**config.mk**
```make
export PLATFORM = sky130hd
export DESIGN_NAME = muldiv_unit
export DESIGN_NICKNAME = d
export VERILOG_FILES = /design/src/rtl/muldiv_unit.sv
export SDC_FILE = /design/constraint.sdc
export NUM_CORES = 1
export LEC_CHECK = 0
export CORE_ASPECT_RATIO = 0.7
export CORE_MARGIN = 4
export CORE_UTILIZATION = 30
export DETAILED_ROUTE_END_ITERATION = 8
export HOLD_SLACK_MARGIN = 0.1
export PLACE_DENSITY = 0.43
export SYNTH_ARGS = -nofsm -noshare
export SYNTH_HDL_FRONTEND = slang
export SYNTH_SLANG_ARGS = --single-unit
```
**constraint.sdc**
```tcl
create_clock -name CLK -period 11.9 [get_ports CLK]
set_input_delay 2.38 -clock CLK [delete_from_list [all_inputs] [get_ports CLK]]
set_output_delay 2.38 -clock CLK [all_outputs]
set_load 0.01 [all_outputs]
```
**src/rtl/muldiv_unit.sv**
```systemverilog
// Iterative RV32M/RV64M multiply/divide unit: one bit per cycle, valid/ready on both sides.
// State | meaning: IDLE waits for an op, PREP forms operand magnitudes, CALC iterates, DONE holds the result.
module muldiv_unit #(
    parameter int XLEN  = 32,
    parameter int TAG_W = 5
) (
    input  logic             CLK,
    input  logic             RESET,
    input  logic             in_valid,
    output logic             in_ready,
    input  logic [2:0]       SELECT,
    input  logic [XLEN-1:0]  DATA1,
    input  logic [XLEN-1:0]  DATA2,
    input  logic [TAG_W-1:0] in_tag,
    input  logic             flush,
    output logic             out_valid,
    input  logic             out_ready,
    output logic [XLEN-1:0]  RESULT,
    output logic [TAG_W-1:0] out_tag,
    output logic             busy
);

    localparam int CW = $clog2(XLEN + 1);

    localparam logic [2:0] OP_MUL    = 3'b000;
    localparam logic [2:0] OP_MULH   = 3'b001;
    localparam logic [2:0] OP_MULHSU = 3'b010;
    localparam logic [2:0] OP_DIV    = 3'b100;
    localparam logic [2:0] OP_REM    = 3'b110;

    typedef enum logic [1:0] {IDLE, PREP, CALC, DONE} state_t;

    state_t              state;
    logic [2:0]          op_q;
    logic [XLEN-1:0]     a_q, b_q, divisor;
    logic [TAG_W-1:0]    tag_q;
    logic                neg_q;
    logic [2*XLEN-1:0]   acc;
    logic [CW-1:0]       cnt;

    logic                a_sgn, b_sgn, neg_nx;
    logic [XLEN-1:0]     abs_a, abs_b;
    logic                special;
    logic [XLEN-1:0]     special_res;
    logic [XLEN:0]       mul_sum, rem_sh, diff;
    logic [2*XLEN-1:0]   acc_nx, prod_fix;
    logic [XLEN-1:0]     quot, rmd, final_res;

    assign in_ready = (state == IDLE) && !flush;
    assign busy     = (state != IDLE);

    // Operand signedness and result sign, from the operands latched at accept.
    always_comb begin
        a_sgn  = a_q[XLEN-1] && (op_q == OP_MULH || op_q == OP_MULHSU ||
                                 op_q == OP_DIV  || op_q == OP_REM);
        b_sgn  = b_q[XLEN-1] && (op_q == OP_MULH || op_q == OP_DIV || op_q == OP_REM);
        abs_a  = a_sgn ? -a_q : a_q;
        abs_b  = b_sgn ? -b_q : b_q;
        neg_nx = (op_q == OP_REM) ? a_sgn : (a_sgn ^ b_sgn);
    end

    // Divide-by-zero and signed overflow bypass the iteration entirely.
    always_comb begin
        special     = 1'b0;
        special_res = '0;
        if (SELECT[2]) begin
            if (DATA2 == '0) begin
                special     = 1'b1;
                special_res = SELECT[1] ? DATA1 : '1;
            end else if (!SELECT[0] && DATA1 == {1'b1, {(XLEN-1){1'b0}}} && DATA2 == '1) begin
                special     = 1'b1;
                special_res = SELECT[1] ? '0 : DATA1;
            end
        end
    end

    // acc holds {partial product high, multiplier} or {remainder, dividend/quotient}.
    always_comb begin
        mul_sum = {1'b0, acc[2*XLEN-1:XLEN]} + (acc[0] ? {1'b0, divisor} : '0);
        rem_sh  = {acc[2*XLEN-1:XLEN], acc[XLEN-1]};
        diff    = rem_sh - {1'b0, divisor};
        if (!op_q[2])
            acc_nx = {mul_sum, acc[XLEN-1:1]};
        else if (!diff[XLEN])
            acc_nx = {diff[XLEN-1:0], acc[XLEN-2:0], 1'b1};
        else
            acc_nx = {rem_sh[XLEN-1:0], acc[XLEN-2:0], 1'b0};
    end

    always_comb begin
        prod_fix = neg_q ? -acc_nx : acc_nx;
        quot     = neg_q ? -acc_nx[XLEN-1:0] : acc_nx[XLEN-1:0];
        rmd      = neg_q ? -acc_nx[2*XLEN-1:XLEN] : acc_nx[2*XLEN-1:XLEN];
        if (!op_q[2])
            final_res = (op_q == OP_MUL) ? prod_fix[XLEN-1:0] : prod_fix[2*XLEN-1:XLEN];
        else
            final_res = op_q[1] ? rmd : quot;
    end

    always_ff @(posedge CLK) begin
        if (RESET) begin
            state     <= IDLE;
            op_q      <= '0;
            a_q       <= '0;
            b_q       <= '0;
            divisor   <= '0;
            tag_q     <= '0;
            neg_q     <= 1'b0;
            acc       <= '0;
            cnt       <= '0;
            out_valid <= 1'b0;
            RESULT    <= '0;
            out_tag   <= '0;
        end else if (flush) begin
            state     <= IDLE;
            out_valid <= 1'b0;
        end else begin
            case (state)
                IDLE: begin
                    if (in_valid) begin
                        op_q  <= SELECT;
                        a_q   <= DATA1;
                        b_q   <= DATA2;
                        tag_q <= in_tag;
                        if (special) begin
                            RESULT    <= special_res;
                            out_tag   <= in_tag;
                            out_valid <= 1'b1;
                            state     <= DONE;
                        end else begin
                            state <= PREP;
                        end
                    end
                end
                PREP: begin
                    acc     <= {{XLEN{1'b0}}, abs_a};
                    divisor <= abs_b;
                    neg_q   <= neg_nx;
                    cnt     <= CW'(XLEN);
                    state   <= CALC;
                end
                CALC: begin
                    acc <= acc_nx;
                    cnt <= cnt - 1'b1;
                    if (cnt == CW'(1)) begin
                        RESULT    <= final_res;
                        out_tag   <= tag_q;
                        out_valid <= 1'b1;
                        state     <= DONE;
                    end
                end
                DONE: begin
                    if (out_ready) begin
                        out_valid <= 1'b0;
                        state     <= IDLE;
                    end
                end
                default: state <= IDLE;
            endcase
        end
    end

endmodule

```
# Word-level counts from Yosys, hierarchy flattened
# Index checks and enable logic that the tools add are counted.
# totals
register_bits,215
out_inout_bits,40
wordCells,102
# op_classes
add_sub_neg,8
n_eq_ne,14
n_mux,40
n_bitwise,2
n_reduce_logical,26
# ops
cell,n
two-way mux 32 bit,16
two-way mux 64 bit,3
negator 32 bit,4
case mux 64 bit (2 select lines),1
equality test 32 bit (second input constant),2
negator 64 bit,1
case mux 32 bit (2 select lines),1
adder 32 x 32 -> 33 bit,1
subtractor 33 x 32 -> 33 bit,1
zero test 32 bit,1
two-way mux 5 bit,3
case mux 6 bit (2 select lines),1
case mux 5 bit (2 select lines),1
AND reduction 5 bit,2
two-way mux 1 bit,8
two-way mux 2 bit,4
!= test 2 bit (second input constant),4
case mux 2 bit (4 select lines),1
equality test 3 bit (second input constant),2
equality test 6 x 1 -> 1 bit (second input constant),1
AND reduction 3 bit,2
nonzero test 2 bit,3
subtractor 6 x 1 -> 6 bit (second input constant),1
logical AND 1 bit,5
other kinds (14),21

# Longest topological paths before layout
# depth
ltp_word,9
ltp_mapped,22

# Worst setup path before layout
# Ideal clock, no wire load.
# synth_path
path_type,register to register
start,reg acc[31]
end,reg RESULT[26]
setup_ns,0.088
arrival_ns,5.699
setup_slack_ns,6.113
path_stages_with_launch,23
path_buffers,3
synth_period_minus_slack_ns,5.787
path_cell_list,dfxtp_1 > inv_1 > ha_1 > fa_1 > nand2b_1 > a2111oi_4 > o21ai_2 > a21o_1 > a211oi_4 > buf_2 > buf_1 > mux2i_1 > mux2_2 > inv_1 > ha_1 > inv_1 > or4_1 > buf_2 > or2_1 > or4_4 > mux2i_1 > or4b_1 > a311oi_2
# synth_between
elab_chain_cells,9
word_cells_on_any_way,14
# synth_rtl
item,line,source
"start, declared",38,logic [2*XLEN-1:0] acc;
"start signal, assigned",136,"acc <= {{XLEN{1'b0}}, abs_a};"
"start signal, assigned",143,acc <= acc_nx;
subtractor 33 x 32 -> 33 bit,81,"diff = rem_sh - {1'b0, divisor};"
two-way mux 64 bit,84,else if (!diff[XLEN])
two-way mux 64 bit *,82,if (!op_q[2])
"negator 64 bit, or another cell as far along",91,prod_fix = neg_q ? -acc_nx : acc_nx;
"two-way mux 64 bit, or another cell as far along",91,
two-way mux 32 bit (on tied branches),"95, 97",
two-way mux 32 bit *,94,if (!op_q[2])
two-way mux 32 bit *,145,if (cnt == CW'(1)) begin
case mux 32 bit (2 select lines) *,118,case (state)
"end signal, assigned",126,RESULT <= special_res;
"end signal, assigned",146,RESULT <= final_res;
"end, declared",18,"output logic [XLEN-1:0] RESULT,"
# Every way passes the cells marked *; elsewhere a longest branch is shown, timed or not. The select of a mux whose other input is x is not followed.
# A chain may end at the register's enable or synchronous reset.

# Worst setup path after layout
# layout_path
start,in DATA1[24]
end,reg RESULT[18]
# layout_between
elab_chain_cells,9
word_cells_on_any_way,14
# layout_rtl
item,line,source
"start, declared",12,"input logic [XLEN-1:0] DATA1,"
equality test 32 bit *,70,"end else if (!SELECT[0] && DATA1 == {1'b1, {(XLEN-1){1'b0}}} && DATA2 == '1) begin"
logical AND 1 bit * (2 in series),70,
two-way mux 32 bit,70,
two-way mux 32 bit,67,if (DATA2 == '0) begin
two-way mux 32 bit,66,if (SELECT[2]) begin
two-way mux 32 bit,125,if (special) begin
two-way mux 32 bit,120,if (in_valid) begin
case mux 32 bit (2 select lines),118,
# Marked as above.

==> impl_metrics.toml <==
[sta]
rsz0062_at_grt = "no"
post-route-min-period_ns = 6.526
skew_ns = 0.02408
fin_setup_tns_ns = 0
tightestPinTransition_ns = 1.493
finalHoldWorstSlack_ns = 0.4553
finalSetupViolCount = 0
max_clock_freq_ghz = 0.1532
min_period_over_period_pct = 54.84
relSlewSlack_pct = -0.5518
final-max-slew-violation-count = 1
final_hold_viol_count = 0

[placement]
placed_cells = 3386
dp.final_hpwl_mm = 67.84
gpl.final_weighted_congestion = 0.9535
port_buffers = 116

[die]
die_footprint_sq_um = 65690
io_pins = 117
die-width_um = 304.6
row_count = 75
starting_density_pct = 30.58
fp.coreArea_sq_um = 60430
die_y_um = 215.6

[synth]
synth.net_count = 2749
ys_async_sr_fraction_pct = 0
synth_area_per_cell_sq_um = 7.118
postSynthCellCount = 2596
ys_seq_elements = 215
ys.flop_type = "sky130_fd_sc_hd__dfxtp_1"
synth_area_sq_um = 18480
seq_area_frac_synth_pct = 23.29
yosysUniqueCellTypes = 100
synth.yosys.warnings = 0
synth_edf_count = 0

[critical_path]
worst_r2r_endpoint = "RESULT[26]"
crit_type = "in -> reg"
critical_path.cell_chain = "clkdlybuf4s50_1 > nand4b_1 > or4_1 > nor4_1 > o21ai_0 > o2bb2ai_1 > and2_2 > buf_4 > nand2_1 > a31oi_1 > o31ai_1 > a221oi_1 > nor3_1"
path_max_fanout = 42
reg2reg_setup_slack_ns = 5.40
worst_setup_path_end_kind = "flop"
critical-path-slowest-cell = "sky130_fd_sc_hd__or4_1"
worst-endpoint-required_ns = 12.32
timing.reg2reg.worst_path_depth = 19
cp-start-kind = "input port"
max_stage_delay_ns = 0.60
r2r_start = "acc[31]"
timing.critical_path.arrival_ns = 6.95

[route]
drc_errors = 0
routed_wire_length_per_instance_um = 25.46
wirelength_mm = 87.56
final_antenna_net_count = 0
detailed_routing_iterations_pass_1 = 6
drt_iter0_markers = 2091
routed-via-count = 20280
vias_per_cell = 5.896

[layout]
final_common_cell = "sky130_fd_sc_hd__nand2_1"
share_of_post_route_cells_with_drive_strength_above_1_pct = 6.887
mostFrequentLayoutCells = "sky130_fd_sc_hd__nand2_1, sky130_fd_sc_hd__nor2_1, sky130_fd_sc_hd__a21oi_1, sky130_fd_sc_hd__dfxtp_1, sky130_fd_sc_hd__o21ai_0"
synthesis_to_layout_area_growth_pct = 15.07
finalNonFillerCells = 3439
fin_nets = 2760

[worst_hold_path]
min_delay_path_class = "reg -> reg"
worstHoldEndpoint = "tag_q[2]"
whs_path_depth = 2
min-delay-start = "tag_q[2]"

[power]
power.static_leakage_nw = 7.730
vdd_drop_max_mv = 0.1097
power_share_of_the_clock_group_pct = 38.9
combinational_group_share_of_total_power_pct = 27.9
seq_power_share_pct = 33.2
netSwitchingPower_uw = 858.0
sw_frac_of_total_pct = 36.88
power.internal_mw = 1.469
power-per-cell-area_nw_per_um2 = 109.4

[clocking]
post_cts_resize_count = 0
h-tree-depth = 1
cts.reportedPaths.clkPinSlew_ns = 0.06
clock_tree_from_tritoncts = "yes"
max-clock-path-buffers = 3
clk-insertion-delay-late_ns = 0.60
postCtsSetupBuffers = 0
cts_sinks = 215
cts_hold_buf = 0
clock-root-buffer = "sky130_fd_sc_hd__clkbuf_16"
number_of_buffers_created_by_cts = 27

[run]
drv_cap = 1

[outcome]
run_status = "finished with violations"
violated_checks = "max-capacitance violations, max-slew violations"

[grt]
grt_start_max_net_pins = 95
grt_first_pass_wirelength_mm = 127.6
grt_overflow_total = 0
initial_antenna_violation_count = 4
global_router_s_overall_resource_usage_pct = 25.37
grt_pass1_vias = 18680
==> worst max-delay path: cells and delay by family <==
family	cells	cell delay, ns
compound gates	5	1.42
buf+inv	2	1.08
simple gates	6	2.05
==> power by group through the flow <==
stage / clock (mW) / combinational, mW / sequential (mW)
global placement: 0 / 0.630 / 0.787
CTS: 0.923 / 0.631 / 0.771
floorplan: 0 / 0.412 / 0.774
global route: 0.950 / 0.693 / 0.775
finish: 0.906 / 0.648 / 0.773
detailed placement: 0 / 0.628 / 0.788
==> final cells by class <==
class,count,area (sq um)
fill,6501,39170
clock buffer,33,748.2
clock inverter,17,192.7
timing repair buffer,162,1508
sequential,215,4309
inverter,72,270.3
multi-input combinational,2129,13220
tap,808,1011
antenna,3,7.507
==> registers in the layout, summed over array words and instances, names as in the netlist <==
register	flops
neg_q	1
cnt	6
tag_q	5
divisor	32
op_q	3
acc	64
b_q	32
RESULT	32
out_tag	5
state	2
a_q	32
out_valid	1
==> routing by layer <==
layer / vias up / global-route usage, % / routed length [um]
li1: 9548 / - / -
met2: 891 / 32.52 / 31840
met3: 83 / 9.232 / 10300
met4: 4 / 4.220 / 1574
met5: - / 1.163 / 168
met1: 9749 / 39.64 / 43680
==> stage by stage <==
| stage | power [mW] | setup slack [ns] | util, % | area [sq um] |
|---|---|---|---|---|
| after floorplan | 1.187 | 6.113 | - | 18480 |
| after global placement | 1.417 | 4.902 | 33.61 | 20310 |
| after detailed placement | 1.416 | 4.794 | 33.61 | 20310 |
| after global routing | 2.418 | 4.940 | 35.17 | 21260 |
| final | 2.327 | 5.374 | 35.18 | 21260 |
| after CTS | 2.326 | 5.404 | 35.17 | 21260 |
==> logic make-up (layout without fill, tap and decap cells) <==
family	after synthesis	count (layout)	share of synthesized area (%)
AOI/OAI and AO/OA	806	806	29.04
xor gates and xnor gates	147	147	6.968
adders and majority gates	76	76	5.228
buffers and inverters	252	284	5.363
DFF	215	215	23.29
muxes	72	72	4.131
other	0	3	0
and+or+nand+nor	1028	1028	25.98
==> worst max path at each step <==
stage,startpoint,to,slack (ns),cells after the start
4_1_cts,DATA1[24],RESULT[18],5.40,13
3_5_place_dp,DATA1[24],RESULT[18],4.79,13
3_3_place_gp,DATA1[24],RESULT[18],4.90,13
6_report,DATA1[24],RESULT[18],5.37,13
5_1_grt,acc[31],RESULT[26],4.94,19
2_1_floorplan,acc[31],RESULT[26],6.11,22
==> synthesized netlist by cell type (25+ instances only) <==
cell | instances | share of area (%)
sky130_fd_sc_hd__a211oi_1 | 56 | 2.3
sky130_fd_sc_hd__a21oi_1 | 231 | 6.3
sky130_fd_sc_hd__a22oi_1 | 29 | 1.2
sky130_fd_sc_hd__and2_1 | 47 | 1.6
sky130_fd_sc_hd__clkbuf_1 | 137 | 2.8
sky130_fd_sc_hd__dfxtp_1 | 215 | 23
sky130_fd_sc_hd__ha_1 | 74 | 5.0
sky130_fd_sc_hd__inv_1 | 71 | 1.4
sky130_fd_sc_hd__mux2i_1 | 49 | 2.7
sky130_fd_sc_hd__nand2_1 | 340 | 6.9
sky130_fd_sc_hd__nand3_1 | 42 | 1.1
sky130_fd_sc_hd__nand4_1 | 40 | 1.4
sky130_fd_sc_hd__nor2_1 | 279 | 5.7
sky130_fd_sc_hd__nor3_1 | 94 | 2.5
sky130_fd_sc_hd__nor4_1 | 40 | 1.4
sky130_fd_sc_hd__o211ai_1 | 26 | 1.1
sky130_fd_sc_hd__o21a_1 | 25 | 1.0
sky130_fd_sc_hd__o21ai_0 | 161 | 4.4
sky130_fd_sc_hd__o31ai_1 | 32 | 1.3
sky130_fd_sc_hd__or3_1 | 34 | 1.2
sky130_fd_sc_hd__xnor2_1 | 80 | 3.8
sky130_fd_sc_hd__xor2_1 | 67 | 3.2
No activity file was read; power rests on OpenSTA's default activity.
